### src/rtl/pipeline_hazard_ctrl.sv
// Stall/flush sequencer for the 5-stage pipeline: register enables, bubbles,
// branch/jump squash, memory-wait freeze, halt drain and saturating perf counters.
module pipeline_hazard_ctrl #(
  parameter int unsigned CNT_W     = 16,
  parameter int unsigned DWAIT_MAX = 255
) (
  input  logic             CLK,
  input  logic             RST,
  input  logic             ihit,
  input  logic             dhit,
  input  logic             dmem_req,
  input  logic             idex_memread,
  input  logic [4:0]       idex_rt,
  input  logic [4:0]       ifid_rs,
  input  logic [4:0]       ifid_rt,
  input  logic             branch_taken,
  input  logic             jump_id,
  input  logic             halt_mem,
  output logic             pc_WEN,
  output logic             ifid_WEN,
  output logic             idex_WEN,
  output logic             exmem_WEN,
  output logic             memwb_WEN,
  output logic             ifid_flush,
  output logic             idex_flush,
  output logic             exmem_flush,
  output logic             memwb_flush,
  output logic             halt_out,
  output logic             mem_timeout,
  output logic [CNT_W-1:0] stall_cnt,
  output logic [CNT_W-1:0] flush_cnt
);

  localparam int unsigned WC_W = (DWAIT_MAX < 2) ? 1 : $clog2(DWAIT_MAX + 1);

  typedef enum logic [1:0] {RUN, DWAIT, HALTED} state_t;

  state_t          state, state_nxt;
  logic [WC_W-1:0] wait_cnt;
  logic            dstall, advance, load_use;
  logic            do_halt, do_branch, do_jump, do_lu;
  logic            stall_evt, flush_evt;

  // Hazard decode and action priority: halt > branch > jump > load-use > normal
  always_comb begin
    dstall    = dmem_req & ~dhit;
    advance   = (state != HALTED) & ihit & ~dstall;
    load_use  = idex_memread & (idex_rt != 5'd0) &
                ((idex_rt == ifid_rs) | (idex_rt == ifid_rt));
    do_halt   = advance & halt_mem;
    do_branch = advance & ~halt_mem & branch_taken;
    do_jump   = advance & ~halt_mem & ~branch_taken & jump_id;
    do_lu     = advance & ~halt_mem & ~branch_taken & ~jump_id & load_use;
    stall_evt = ((state != HALTED) & ~advance) | do_lu;
    flush_evt = do_branch | do_jump;
  end

  // Register enables and flushes; a flushed register loads a NOP even when enabled
  always_comb begin
    pc_WEN      = 1'b0;
    ifid_WEN    = 1'b0;
    idex_WEN    = 1'b0;
    exmem_WEN   = 1'b0;
    memwb_WEN   = 1'b0;
    ifid_flush  = 1'b0;
    idex_flush  = 1'b0;
    exmem_flush = 1'b0;
    memwb_flush = 1'b0;
    if (RST) begin
      ifid_flush  = 1'b1;
      idex_flush  = 1'b1;
      exmem_flush = 1'b1;
      memwb_flush = 1'b1;
    end else if (do_halt) begin
      memwb_WEN = 1'b1;
    end else if (advance) begin
      pc_WEN    = 1'b1;
      ifid_WEN  = 1'b1;
      idex_WEN  = 1'b1;
      exmem_WEN = 1'b1;
      memwb_WEN = 1'b1;
      if (do_branch) begin
        ifid_flush  = 1'b1;
        idex_flush  = 1'b1;
        exmem_flush = 1'b1;
      end else if (do_jump) begin
        ifid_flush = 1'b1;
      end else if (do_lu) begin
        pc_WEN     = 1'b0;
        ifid_WEN   = 1'b0;
        idex_flush = 1'b1;
      end
    end
  end

  always_comb begin
    state_nxt = state;
    case (state)
      RUN:     if (do_halt) state_nxt = HALTED;
               else if (dstall) state_nxt = DWAIT;
      DWAIT:   if (do_halt) state_nxt = HALTED;
               else if (!dstall) state_nxt = RUN;
      HALTED:  state_nxt = HALTED;
      default: state_nxt = RUN;
    endcase
  end

  always_ff @(posedge CLK or posedge RST) begin
    if (RST) begin
      state       <= RUN;
      wait_cnt    <= '0;
      mem_timeout <= 1'b0;
      halt_out    <= 1'b0;
      stall_cnt   <= '0;
      flush_cnt   <= '0;
    end else begin
      state <= state_nxt;
      if (do_halt) halt_out <= 1'b1;
      // Memory-wait watchdog: flags a long wait but never aborts it
      if (state == DWAIT && dstall) begin
        if (32'(wait_cnt) < DWAIT_MAX) wait_cnt <= wait_cnt + WC_W'(1);
        if (32'(wait_cnt) + 32'd1 >= DWAIT_MAX) mem_timeout <= 1'b1;
      end else begin
        wait_cnt <= '0;
      end
      if (stall_evt && stall_cnt != {CNT_W{1'b1}}) stall_cnt <= stall_cnt + CNT_W'(1);
      if (flush_evt && flush_cnt != {CNT_W{1'b1}}) flush_cnt <= flush_cnt + CNT_W'(1);
    end
  end

endmodule

### config.mk
export PLATFORM = sky130hd
export DESIGN_NAME = pipeline_hazard_ctrl
export DESIGN_NICKNAME = d
export VERILOG_FILES = /design/src/rtl/pipeline_hazard_ctrl.sv
export SDC_FILE = /design/constraint.sdc
export NUM_CORES = 1
export LEC_CHECK = 0
export ABC_AREA = 1
export BUFFER_PORTS_ARGS = -buffer_cell sky130_fd_sc_hd__buf_2
export CAP_MARGIN = 20
export CORE_ASPECT_RATIO = 2
export CORE_UTILIZATION = 45
export CTS_CLUSTER_DIAMETER = 80
export DETAILED_ROUTE_END_ITERATION = 10
export PLACE_DENSITY = 0.8
export SLEW_MARGIN = 20
export SYNTH_ARGS = -nofsm -noshare
export SYNTH_HDL_FRONTEND = slang
export SYNTH_SLANG_ARGS = --single-unit
### constraint.sdc
create_clock -name CLK -period 6.4 [get_ports CLK]
set_clock_uncertainty 0.05 [all_clocks]
set_input_delay 1.92 -clock CLK [delete_from_list [all_inputs] [get_ports CLK]]
set_output_delay 1.92 -clock CLK [all_outputs]
set_load 0.05 [all_outputs]
=== After elaboration in Yosys (flattened, before gate mapping) ===
Index checks and enable logic that the tools add are counted.

* Add/sub/neg operators: 4
* Order comparisons: 2
* Equality and inequality tests: 10
* Mux-type cells: 34
* Bitwise operators: 22
* Reduce and logical (&&, ||, !) cells: 7

{| class="wikitable"
|+ Operators by type and width
! cell !! count
|-
| $add 16x1->16 const B || 2
|-
| $ne 16x16->1 const B || 2
|-
| $mux 1 || 27
|-
| $mux 8 || 2
|-
| $and 1x1->1 || 13
|-
| $eq 5x5->1 || 2
|-
| $add 8x1->9 const B || 1
|-
| $ge 9x8->1 const B || 1
|-
| $add 8x1->8 const B || 1
|-
| $lt 8x8->1 const B || 1
|-
| $mux 2 || 4
|-
| $ne 3x3->1 const B || 2
|-
| $not 1->1 || 6
|-
| $pmux 2 s3 || 1
|-
| $reduce_bool 5->1 || 1
|-
| $reduce_and 2->1 || 2
|-
| $logic_and 1x1->1 || 3
|-
| $or 1x1->1 || 3
|-
| $eq 2x1->1 const B || 1
|-
| $eq 2x2->1 const B || 1
|-
| $logic_not 2->1 || 1
|-
| $ne 2x1->1 const B || 1
|-
| $ne 2x2->1 const B || 1
|}

* Bits in registers: 44
* Input bits: 24
* Output and inout bits: 43
* Logic and storage cells: 85

=== Depth between registers and ports, before layout ===
Gate-level depths: netlist (run 1).

* Depth after elaboration: 14
* Mapped depth: 12
* Gate-level depth less buffers: 11

=== Worst setup path after synthesis (run 1) ===
OpenSTA, ideal clock, no wires.

* Path kind: input-to-output
* From: input dhit
* To: output pc_WEN
* Data arrival time: 4626 ps
* Data required time: 4430 ps
* Slack: -196 ps
* Stages: 8
* Buffers on the path: 1
* Cells stage by stage: inv_1 nand2_2 nand2_2 nor2_4 nand2_2 nor2_1 a21boi_0 buf_4

* Longest elaborated chain between the ends: 14
* Elaborated cells between the ends (all ways): 17
* Those cells by class: mux: 6; bitwise: 11

{| class="wikitable"
|+ Ends and longest elaborated chain
! element !! RTL line !! RTL
|-
| from (decl) || 10 || <nowiki>input logic dhit,</nowiki>
|-
| $not 1->1 * || 46 || <nowiki>dstall = dmem_req & ~dhit;</nowiki>
|-
| $and 1x1->1 * || 46 ||
|-
| $not 1->1 * || 47 || <nowiki>advance = (state != HALTED) & ihit & ~dstall;</nowiki>
|-
| $and 1x1->1 * || 47 ||
|-
| $and 1x1->1 || 51, 52, 53 ||
|-
| $and 1x1->1 || 52, 53 ||
|-
| $and 1x1->1 (2 in series) || 53 || <nowiki>do_lu = advance & ~halt_mem & ~branch_taken & ~jump_id & load_use;</nowiki>
|-
| $mux 1 (4 in series) || - ||
|-
| $mux 1 * (2 in series) || - ||
|-
| to (decl) || 19 || <nowiki>output logic pc_WEN,</nowiki>
|}

Mark *: on every way between the ends. The rest lies on a longest branch, timed or not.

=== Worst setup path after layout (run 1) ===
* From: input dhit
* To: output ifid_WEN

* Longest elaborated chain between the ends: 14
* Elaborated cells between the ends (all ways): 17
* Those cells by class: mux: 6; bitwise: 11

{| class="wikitable"
|+ Ends and longest elaborated chain
! element !! RTL line !! RTL
|-
| $not 1->1 * || 46 ||
|-
| $and 1x1->1 * || 46 ||
|-
| $not 1->1 * || 47 ||
|-
| $and 1x1->1 * || 47 ||
|-
| $and 1x1->1 || 51, 52, 53 ||
|-
| $and 1x1->1 || 52, 53 ||
|-
| $and 1x1->1 (2 in series) || 53 ||
|-
| $mux 1 || 88 || <nowiki>end else if (do_lu) begin</nowiki>
|-
| $mux 1 || 86 || <nowiki>end else if (do_jump) begin</nowiki>
|-
| $mux 1 || 82 || <nowiki>if (do_branch) begin</nowiki>
|-
| $mux 1 || 76 || <nowiki>end else if (advance) begin</nowiki>
|-
| $mux 1 * || 74 || <nowiki>end else if (do_halt) begin</nowiki>
|-
| $mux 1 * || 69 || <nowiki>if (RST) begin</nowiki>
|-
| to (decl) || 20 || <nowiki>output logic ifid_WEN,</nowiki>
|}

Marked as above.

==> summary.md, run 1 <==
| Metric | Value |
|---|---|
| Post-synth net total | `418` |
| WL/cell | `12.56 um` |
| Top cell type's share of synthesized area | `39.04%` |
| Setup repair bufs after CTS | `0` |
| Most used DFF post-synth | `dfrtp_1` |
| Die height | `114.0 um` |
| Largest net degree at the start of global routing | `45` |
| Cell count after synthesis | `390` |
| Max Slew Vio Count | `0` |
| Die X | `57.98 um` |
| Hold depth | `2` |
| Final worst path period share | `77.76%` |
| Reg-to-reg critical path endpoint | `flush_cnt[2]` |
| Clock Sinks | `44` |
| DR iter-0 viols | `138` |
| Hold crit path type | `reg2reg` |
| Layout cells sized above 1 | `20.18%` |
| Fmax | `0.2009 GHz` |
| Vias/cell | `5.185` |
| Starting Density | `46.96%` |
| Rows | `40` |
| CP Launch Type | `input pin` |
| Distinct cells, synth | `28` |
| Drt first pass iters | `7` |
| Max-cap viol count | `0` |
| DP Area | `0.003178 mm^2` |
| RR Startpoint | `flush_cnt[0]` |
| FF-to-FF setup slack | `4.29 ns` |
| Top post-synthesis cells by area | `dfrtp_1 (39%), nand2_1 (17%), nand3_1 (7.1%)` |
| Global-route wire length before repair | `10.98 mm` |
| Most common library cells after synthesis | `nand2_1 (125), dfrtp_1 (44), nor2_1 (44)` |
| WP data arrival | `3.01 ns` |
| Ports | `67` |
| Worst Slack Setup Final | `1.423 ns` |
| CP Capture Type | `primary output` |
| Htree depth | `2` |
| Synth-to-Final Area Change | `17.44%` |
| Area of the multi-input gates | `0.001503 mm^2` |
| RSZ-0062 raised after global routing | `false` |
| Count leader, synth | `nand2_1` |
| Fin nets | `484` |
| Setup TNS | `0 ns` |
| Vias | `2691` |
| Final hold vios | `0` |
| Yosys warning count | `0` |
| End of the worst hold path | `halt_out` |
| Post-synth ARST share | `100.0%` |
| Vias in the first global route | `2598` |
| Die ar. | `0.006607 mm^2` |
| Post-synth EDFFs | `0` |
| # diodes | `0` |
| Final setup fails | `0` |
| Critical path class | `in2out` |
| Grt ovf | `0` |
| Leakage power | `0.001745 uW` |
| CTS tree | `yes` |
| CTS resizes | `0` |
| Clock root buffer master | `clkbuf_16` |
| Critical Path RT | `4.43 ns` |
| IO Port Bufs | `66` |
| Worst r2r path cells | `8` |
| Min Hold Slack | `0.4063 ns` |
| Sequential-to-total area share from yosys stat | `39.04%` |
| Placer congestion estimate | `0.8467` |
| CTS clk-pin slew, worst paths | `0.06 ns` |
| Clk Latency, worst-skew pair | `0.28 ns` |
| Fillcell total | `581` |
| PD cells | `303.4 mW/mm^2` |
| Clk buf depth | `2` |
| Least-Margin Pin Slew | `0.5619 ns` |
| Initial antenna violation count | `0` |
| Area of the core | `0.006006 mm^2` |
| Outcome | `finished with violations` |
| Fin crit period | `4.977 ns` |
| Min-delay src | `halt_out` |
| Max IR drop VDD | `234.0 uV` |
| Hold buffer count at cts | `0` |
| Failing checks | `design-rule violations` |
| Gr usage total | `21.21%` |
| Seq cells post-synth | `44` |
| # DRC | `1` |
| ANT nets after route | `0` |
| Cell area after layout | `0.003312 mm^2` |
| Synthesized area | `0.002820 mm^2` |
| Max FO, Critical Path | `4` |
| Placement Setup Slack | `1.434 ns` |
| HPWL Detailed | `4.942 mm` |
| CTS Buf Count | `5` |
| Synth area leader | `dfrtp_1` |
| Total Wirelength | `6.519 mm` |
| Slew HR | `62.54%` |
| Syn_area_per_cell | `7.231 um^2` |
| FF+latch area | `0.001101 mm^2` |
==> routing by layer <==
metal	GRT usage [%]	share of wire, %	up-vias
met2	39.77	58	56
li1	-	-	1359
met5	0	0	-
met3	3.968	3.1	9
met4	8.889	1.4	0
met1	22.15	38	1267
==> how the worst max path moves through the flow <==
stage                        start       end  slack [ns]
after floorplan               dhit    pc_WEN        0.21
after global placement    dmem_req  ifid_WEN        1.47
after detailed placement      dhit    pc_WEN        1.43
after CTS                     dhit  ifid_WEN        1.43
after global routing          dhit    pc_WEN        1.35
final                         dhit  ifid_WEN        1.42
==> critical path: stages <==
cell and delay [ns]:
buf_2 0.07, inv_1 0.04, nand2_2 0.06, nand2_2 0.08, nor2_4 0.11, nand2_2 0.08, nor2_1 0.15, a21boi_1 0.20
buf_2 0.28
==> logic make-up after synthesis <==
family	count (synthesis)	synth area share, %
buffers and inverters	50	7.675
DFF	44	39.04
and+or+nand+nor	241	38.07
adders and majority gates	4	1.775
xor gates and xnor gates	31	9.627
AOI/OAI and AO/OA	20	3.816
==> stage by stage <==
step / total power (uW) / util [%] / instances
floorplan: 677.6 / - / 390
global placement: 759.8 / 52.92 / 512
detailed placement: 767.8 / 52.92 / 512
CTS: 1016 / 55.15 / 519
global route: 1062 / 55.15 / 519
finish: 1005 / 55.15 / 519
==> where the power goes <==
group,total [uW],switching (uW),leakage (uW),internal (uW)
Combinational,381,287,0.00109,93.9
Sequential,382,59.4,0.000589,322
Clock,243,101,0.0000667,142
==> layout make-up <==
| type | instances | share of cell area (%) |
|---|---|---|
| multi-input cells | 296 | 45.37 |
| flip-flops and latches | 44 | 33.25 |
| repair buffers | 67 | 10.20 |
| inverters | 42 | 4.760 |
| clock buffers | 6 | 3.891 |
| well taps | 63 | 2.380 |
| clock inverters | 1 | 0.1511 |
==> registers in the layout (all words and copies together) (netlist names) <==
name         count
halt_out         1
flush_cnt       16
stall_cnt       16
wait_cnt         8
state            2
mem_timeout      1
==> layout by cell type (no fill, tap or decap) <==
| cell type | instances |
|---|---|
| nand2_1 | 125 |
| buf_2 | 66 |
| nor2_1 | 44 |
| dfrtp_1 | 44 |
| inv_1 | 40 |
| nand3_1 | 40 |
| xor2_1 | 22 |
| xnor2_1 | 9 |
| o21ai_0 | 9 |
| nand4_1 | 8 |
| nor2_2 | 5 |
| nor3_1 | 5 |
| clkbuf_16 | 5 |
| nand2_2 | 4 |
| o21ai_1 | 4 |
| a21oi_1 | 4 |
| ha_1 | 4 |
| nor2_4 | 2 |
| inv_2 | 2 |
| nand3b_1 | 2 |
| nand2_4 | 2 |
| nand3_2 | 2 |
| nor3_2 | 1 |
| nand3_4 | 1 |
| a21boi_1 | 1 |
| a21o_1 | 1 |
| o21bai_1 | 1 |
| clkbuf_1 | 1 |
| clkinv_2 | 1 |
| buf_4 | 1 |
No activity file was read; power rests on OpenSTA's default activity.
==> run 2, diff against run 1 <==
--- a/config.mk
+++ b/config.mk
@@ -12,7 +12,7 @@
 export CORE_UTILIZATION = 45
 export CTS_CLUSTER_DIAMETER = 80
 export DETAILED_ROUTE_END_ITERATION = 10
-export PLACE_DENSITY = 0.8
+export PLACE_DENSITY = 0.82
 export SLEW_MARGIN = 20
 export SYNTH_ARGS = -nofsm -noshare
 export SYNTH_HDL_FRONTEND = slang
==> constraint.sdc (replaced) <==
create_clock -name CLK -period 4.3 [get_ports CLK]
set_clock_uncertainty 0.05 [all_clocks]
set_input_delay 1.29 -clock CLK [delete_from_list [all_inputs] [get_ports CLK]]
set_output_delay 1.29 -clock CLK [all_outputs]
set_load 0.05 [all_outputs]
==> run 2 against run 1 <==
Against the previous run: the run still ends with design-rule violations left; power increased by 49%; cell count fell by 0.39%; routed wire length rose by 4.4%; sequential share of layout area hardly changed; first-iteration DRC count fell by 29%; largest cell class unchanged; die area is the same.
==> summary.md, run 2 (same netlist as run 1, synthesis figures left out) <==
| Metric | Value |
|---|---|
| CTS tree | `yes (unchanged)` |
| Hold buffer count at cts | `0 (unchanged)` |
| Max IR drop VDD | `485.7 uV (was 234.0 uV)` |
| Final worst path period share | `85.58%` |
| Gr usage total | `22.29% (was 21.21%)` |
| Initial antenna violation count | `0 (unchanged)` |
| Total power | `1496 uW (was 1005 uW)` |
| Fin nets | `484 (unchanged)` |
| Die ar. | `0.006607 mm^2 (unchanged)` |
| Die height | `114.0 um (unchanged)` |
| Layout cells sized above 1 | `20.48% (was 20.18%)` |
| Clk buf depth | `2 (unchanged)` |
| CP Launch Type | `input pin (unchanged)` |
| Net load switching power | `670.3 uW (was 447.1 uW)` |
| Setup repair bufs after CTS | `0 (unchanged)` |
| Biggest regs | `flush_cnt x16, stall_cnt x16, wait_cnt x8 (unchanged)` |
| CTS resizes | `0 (unchanged)` |
| Critical path class | `in2out (unchanged)` |
| Net Sw Frac | `44.82% (was 44.49%)` |
| Starting Density | `46.96% (unchanged)` |
| Die X | `57.98 um (unchanged)` |
| Sequential power share | `38.1% (was 38.0%)` |
| Rows | `40 (unchanged)` |
| Fmax | `0.2718 GHz` |
| Largest net degree at the start of global routing | `45 (unchanged)` |
| Combinational share of power | `38.2% (was 37.9%)` |
| Min-delay src | `halt_out (unchanged)` |
| Vias in the first global route | `2691 (was 2598)` |
| Outcome | `finished with violations (unchanged)` |
| Clock root buffer master | `clkbuf_16 (unchanged)` |
| # DRC | `2 (was 1)` |
| Grt ovf | `0 (unchanged)` |
| Least-Margin Pin Slew | `0.5722 ns (was 0.5619 ns)` |
| CTS Buf Count | `5 (unchanged)` |
| DR iter-0 viols | `98 (was 138)` |
| Leakage power | `0.001736 uW (was 0.001745 uW)` |
| Hold crit path type | `reg2reg (unchanged)` |
| Area of the core | `0.006006 mm^2 (unchanged)` |
| HPWL Detailed | `5.150 mm (was 4.942 mm)` |
| Setup TNS | `0 ns (unchanged)` |
| IO Port Bufs | `66 (unchanged)` |
| Vias | `2756 (was 2691)` |
| Crit-path leading delay family | `simple AND/OR/NAND/NOR gates (unchanged)` |
| Commonest non-fill, non-tap cells in the layout | `nand2_1 (125), buf_2 (66), dfrtp_1 (44) (was nand2_1 (125), buf_2 (66), nor2_1 (44), dfrtp_1 (44))` |
| Cell mode on critical path | `nand2_2 (unchanged)` |
| Vias/cell | `5.331 (was 5.185)` |
| Cell area after layout | `0.003313 mm^2 (was 0.003312 mm^2)` |
| Drt first pass iters | `8 (was 7)` |
| Max-cap viol count | `0 (unchanged)` |
| Ports | `67 (unchanged)` |
| Critical Path RT | `2.96 ns (was 4.43 ns)` |
| CP bufs+invs | `2 (was 3)` |
| Global-route wire length before repair | `11.54 mm (was 10.98 mm)` |
| CP Launch Point | `dmem_req (was dhit)` |
| Total Wirelength | `6.809 mm (was 6.519 mm)` |
| Critical path's slowest cell | `buf_2 (unchanged)` |
| Most common library cell in the layout ignoring fill and taps | `nand2_1 (unchanged)` |
| WL/cell | `13.17 um (was 12.56 um)` |
| RR Startpoint | `flush_cnt[0] (unchanged)` |
| Final hold vios | `0 (unchanged)` |
| Failing checks | `design-rule violations (unchanged)` |
| Htree depth | `2 (unchanged)` |
| Clock Sinks | `44 (unchanged)` |
| Fin crit period | `3.680 ns` |
| Clock group share of total power | `23.7% (was 24.2%)` |
| PD cells | `451.4 mW/mm^2 (was 303.4 mW/mm^2)` |
| CP cell instances | `buf_2 -> nand2_2 -> nand2_2 -> nor2_4 -> nand2_2 -> nor2_2 -> nand2_2 -> nand3_1 -> buf_2 (was buf_2 -> inv_1 -> nand2_2 -> nand2_2 -> nor2_4 -> nand2_2 -> nor2_1 -> a21boi_1 -> buf_2)` |
| Internal | `825.2 uW (was 557.9 uW)` |
| RSZ-0062 raised after global routing | `false (unchanged)` |
| Clk Latency, worst-skew pair | `0.29 ns (was 0.28 ns)` |
| DP Area | `0.003188 mm^2 (was 0.003178 mm^2)` |
| Max Slew Vio Count | `0 (unchanged)` |
| # diodes | `0 (unchanged)` |
| Fillcell total | `574 (was 581)` |
| CTS clk-pin slew, worst paths | `0.06 ns (about the same)` |
| Synth-to-Final Area Change | `17.48% (was 17.44%)` |
| Max FO, Critical Path | `4 (unchanged)` |
| WP data arrival | `2.34 ns (was 3.01 ns)` |
| CP Capture Type | `primary output (unchanged)` |
| Slew HR | `61.85% (was 62.54%)` |
| Slowest Stage Delay on Critical Path | `0.26 ns (was 0.28 ns)` |
| ANT nets after route | `0 (unchanged)` |
| Final setup fails | `0 (unchanged)` |
| Placer congestion estimate | `0.8515 (was 0.8467)` |
run 2: power by group through the flow:
stage / Sequential (uW) / Combinational (uW) / Clock (uW)
global placement: 572 / 560 / 0
CTS: 570 / 576 / 362
global route: 583 / 611 / 370
floorplan: 761 / 248 / 0
detailed placement: 576 / 574 / 0
finish: 570 / 571 / 354
run 2: per-stage QoR:
| step | hold WS, ns | setup slack (ns) | utilization, % | instances |
|---|---|---|---|---|
| floorplan | 0.3914 | -0.05062 | - | 390 |
| global placement | 0.3952 | 0.6425 | 53.08 | 512 |
| detailed placement | 0.4003 | 0.6186 | 53.08 | 512 |
| CTS | 0.4141 | 0.6150 | 55.17 | 517 |
| global route | 0.4359 | 0.5414 | 55.17 | 517 |
| finish | 0.4076 | 0.6202 | 55.17 | 517 |
run 2: path summary, 6_finish.rpt:
kind                                 to  slack [ns]  cells past startpoint
min in group asynchronous   wait_cnt[4]        1.22                      3
min                            halt_out        0.41                      2
max in group asynchronous  stall_cnt[1]        2.60                      3
min reg2reg                    halt_out        0.41                      2
max reg2reg                flush_cnt[2]        2.21                      8
max                          idex_flush        0.62                      9
run 2: cell type report:
class	instances	area [um^2]	area share [%]
multi-input combinational	296	1509	45.54
sequential	44	1101	33.23
timing repair buffer	67	337.8	10.20
inverter	42	161.4	4.872
clock buffer	5	125.1	3.776
tap	63	78.83	2.379
run 2: layer usage:
layer | vias up | share of wire, % | global-route usage (%)
met1 | 1302 | 37 | 21.58
met5 | - | 0 | 0
met2 | 78 | 56 | 42.15
li1 | 1354 | - | -
met4 | 0 | 3.3 | 12.54
met3 | 22 | 3.6 | 3.968
run 2: worst register-to-register path: cells and delay by family, from the launching register on:
kind,cells,cell delay (ns)
DFF,1,0.46
buffers and inverters,2,0.40
and+or+nand+nor,4,0.65
adders and majority gates,1,0.27
xor gates and xnor gates,1,0.15
==> run 3, diff against run 2 <==
--- a/config.mk
+++ b/config.mk
@@ -12,6 +12,7 @@
 export CORE_UTILIZATION = 45
 export CTS_CLUSTER_DIAMETER = 80
 export DETAILED_ROUTE_END_ITERATION = 10
+export MAX_ROUTING_LAYER = met4
 export PLACE_DENSITY = 0.82
 export SLEW_MARGIN = 20
 export SYNTH_ARGS = -nofsm -noshare
==> run 3 against run 2 <==
Against the previous run: the run still ends with design-rule violations left; routed wire length decreased by 0.25%; register-to-register slack about the same; cell area unchanged; global-route usage increased by 0.66 points; worst hold slack unchanged; largest cell class unchanged; cell count unchanged; maximum frequency about the same; sequential cell count unchanged.
==> summary.md, run 3 (same netlist as run 1, synthesis figures left out) <==
| Metric | Value |
|---|---|
| Die ar. | `0.006607 mm^2 (unchanged)` |
| Initial antenna violation count | `0 (unchanged)` |
| Most common library cell in the layout ignoring fill and taps | `nand2_1 (unchanged)` |
| Critical path class | `in2out (unchanged)` |
| Final setup fails | `0 (unchanged)` |
| CP Depth | `9 (unchanged)` |
| # diodes | `0 (unchanged)` |
| Final core area utilization | `55.17% (unchanged)` |
| Largest net degree at the start of global routing | `45 (unchanged)` |
| WL/cell | `13.14 um (was 13.17 um)` |
| Max FO, Critical Path | `4 (unchanged)` |
| Total Wirelength | `6.792 mm (was 6.809 mm)` |
| Starting Density | `46.96% (unchanged)` |
| Drt first pass iters | `7 (was 8)` |
| Biggest regs | `flush_cnt x16, stall_cnt x16, wait_cnt x8 (unchanged)` |
| Hold buffer count at cts | `0 (unchanged)` |
| Fin nets | `484 (unchanged)` |
| Grt ovf | `0 (unchanged)` |
| Leakage power | `0.001736 uW (unchanged)` |
| Critical path's slowest cell | `buf_2 (unchanged)` |
| Setup TNS | `0 ns (unchanged)` |
| IO Port Bufs | `66 (unchanged)` |
| Clk Latency, worst-skew pair | `0.29 ns (about the same)` |
| Die X | `57.98 um (unchanged)` |
| Fin crit period | `3.680 ns (about the same)` |
| Area of the core | `0.006006 mm^2 (unchanged)` |
| Gr usage total | `22.94% (was 22.29%)` |
| CTS clk-pin slew, worst paths | `0.06 ns (about the same)` |
| Final hold vios | `0 (unchanged)` |
| Cell mode on critical path | `nand2_2 (unchanged)` |
| Setup repair bufs after CTS | `0 (unchanged)` |
| Worst r2r path cells | `8 (unchanged)` |
| Fmax | `0.2718 GHz (about the same)` |
| Min-delay src | `halt_out (unchanged)` |
| Finished Layout Cells | `517 (unchanged)` |
| HPWL Detailed | `5.150 mm (unchanged)` |
| Clock root buffer master | `clkbuf_16 (unchanged)` |
| Commonest non-fill, non-tap cells in the layout | `nand2_1 (125), buf_2 (66), dfrtp_1 (44) (unchanged)` |
| Die height | `114.0 um (unchanged)` |
| Cell area after layout | `0.003313 mm^2 (unchanged)` |
| Max-cap viol count | `0 (unchanged)` |
| Critical Path RT | `2.96 ns (about the same)` |
| Rows | `40 (unchanged)` |
| RR Startpoint | `flush_cnt[0] (unchanged)` |
| Slew HR | `62.15% (was 61.85%)` |
| Outcome | `finished with violations (unchanged)` |
| Placed cell count | `512 (unchanged)` |
| CP bufs+invs | `2 (unchanged)` |
| Layout cells sized above 1 | `20.48% (unchanged)` |
| Final worst path period share | `85.58% (about the same)` |
| Vias | `2745 (was 2756)` |
| PD cells | `451.4 mW/mm^2 (about the same)` |
| Least-Margin Pin Slew | `0.5677 ns (was 0.5722 ns)` |
| CTS Buf Count | `5 (unchanged)` |
| FF+latch area | `0.001101 mm^2 (unchanged)` |
| Ports | `67 (unchanged)` |
| DR iter-0 viols | `96 (was 98)` |
| CP Launch Point | `dmem_req (unchanged)` |
| WP data arrival | `2.34 ns (about the same)` |
| Min Hold Slack | `0.4076 ns (unchanged)` |
| CTS tree | `yes (unchanged)` |
| RSZ-0062 raised after global routing | `false (unchanged)` |
| CP Capture Type | `primary output (unchanged)` |
| ANT nets after route | `0 (unchanged)` |
| Htree depth | `2 (unchanged)` |
| Fillcell total | `574 (unchanged)` |
| DP Area | `0.003188 mm^2 (unchanged)` |
| Placer congestion estimate | `0.8651 (was 0.8515)` |
| Max IR drop VDD | `485.5 uV (was 485.7 uV)` |
| Vias/cell | `5.309 (was 5.331)` |
| Hold crit path type | `reg2reg (unchanged)` |
| Max Slew Vio Count | `0 (unchanged)` |
| Global-route wire length before repair | `11.56 mm (was 11.54 mm)` |
| Vias in the first global route | `2690 (was 2691)` |
| CP Launch Type | `input pin (unchanged)` |
| Slowest Stage Delay on Critical Path | `0.26 ns (about the same)` |
| Synth-to-Final Area Change | `17.48% (unchanged)` |
| CTS resizes | `0 (unchanged)` |
| Clock Sinks | `44 (unchanged)` |
| Area of the multi-input gates | `0.001509 mm^2 (unchanged)` |
| CP cell instances | `buf_2 -> nand2_2 -> nand2_2 -> nor2_4 -> nand2_2 -> nor2_2 -> nand2_2 -> nand3_1 -> buf_2 (unchanged)` |
| Clk buf depth | `2 (unchanged)` |
| # DRC | `2 (unchanged)` |
| Failing checks | `design-rule violations (unchanged)` |
| Crit-path leading delay family | `simple AND/OR/NAND/NOR gates (unchanged)` |
| Hold depth | `2 (unchanged)` |
==> run 3: cell counts in the layout (fill, tap and decap cells not counted) <==
No cell type changed its count.
==> run 3: per-layer routing <==
metal | global-route usage, % | routed length, um
met5 | - | 0
met3 | 3.968 | 245
met1 | 21.66 | 2475
met4 | 12.54 | 225
met2 | 42.15 | 3845
==> run 3: cell type report <==
type / count / share of cell area, %
Clock buffer: 5 / 3.776
Inverter: 42 / 4.872
Multi-Input combinational cell: 296 / 45.54
Sequential cell: 44 / 33.23
Tap cell: 63 / 2.379
Timing Repair Buffer: 67 / 10.20
==> run 3: per-stage QoR <==
| stage | setup slack [ns] | power, uW |
|---|---|---|
| CTS | 0.6150 | 1508 |
| floorplan | -0.05062 | 1010 |
| global placement | 0.6425 | 1132 |
| detailed placement | 0.6186 | 1150 |
| finish | 0.6202 | 1496 |
| global route | 0.5414 | 1563 |
==> run 3: path summary, 6_finish.rpt <==
kind / to / slack, ns
min in group asynchronous: wait_cnt[4] / 1.21
max reg2reg: flush_cnt[2] / 2.21
max in group asynchronous: stall_cnt[1] / 2.60
max: idex_flush / 0.62
min: halt_out / 0.41
min reg2reg: halt_out / 0.41
==> run 3: tightest hold or removal path, stage by stage, from the launching register on <==
cell	delay, ns
dfrtp_1	0.33
inv_1	0.04
nand2_1	0.05
==> run 3: power breakdown <==
part           total (uW)  internal, uW  switching, uW
registers             570           480           90.8
logic                 571           140            431
clock network         354           205            149
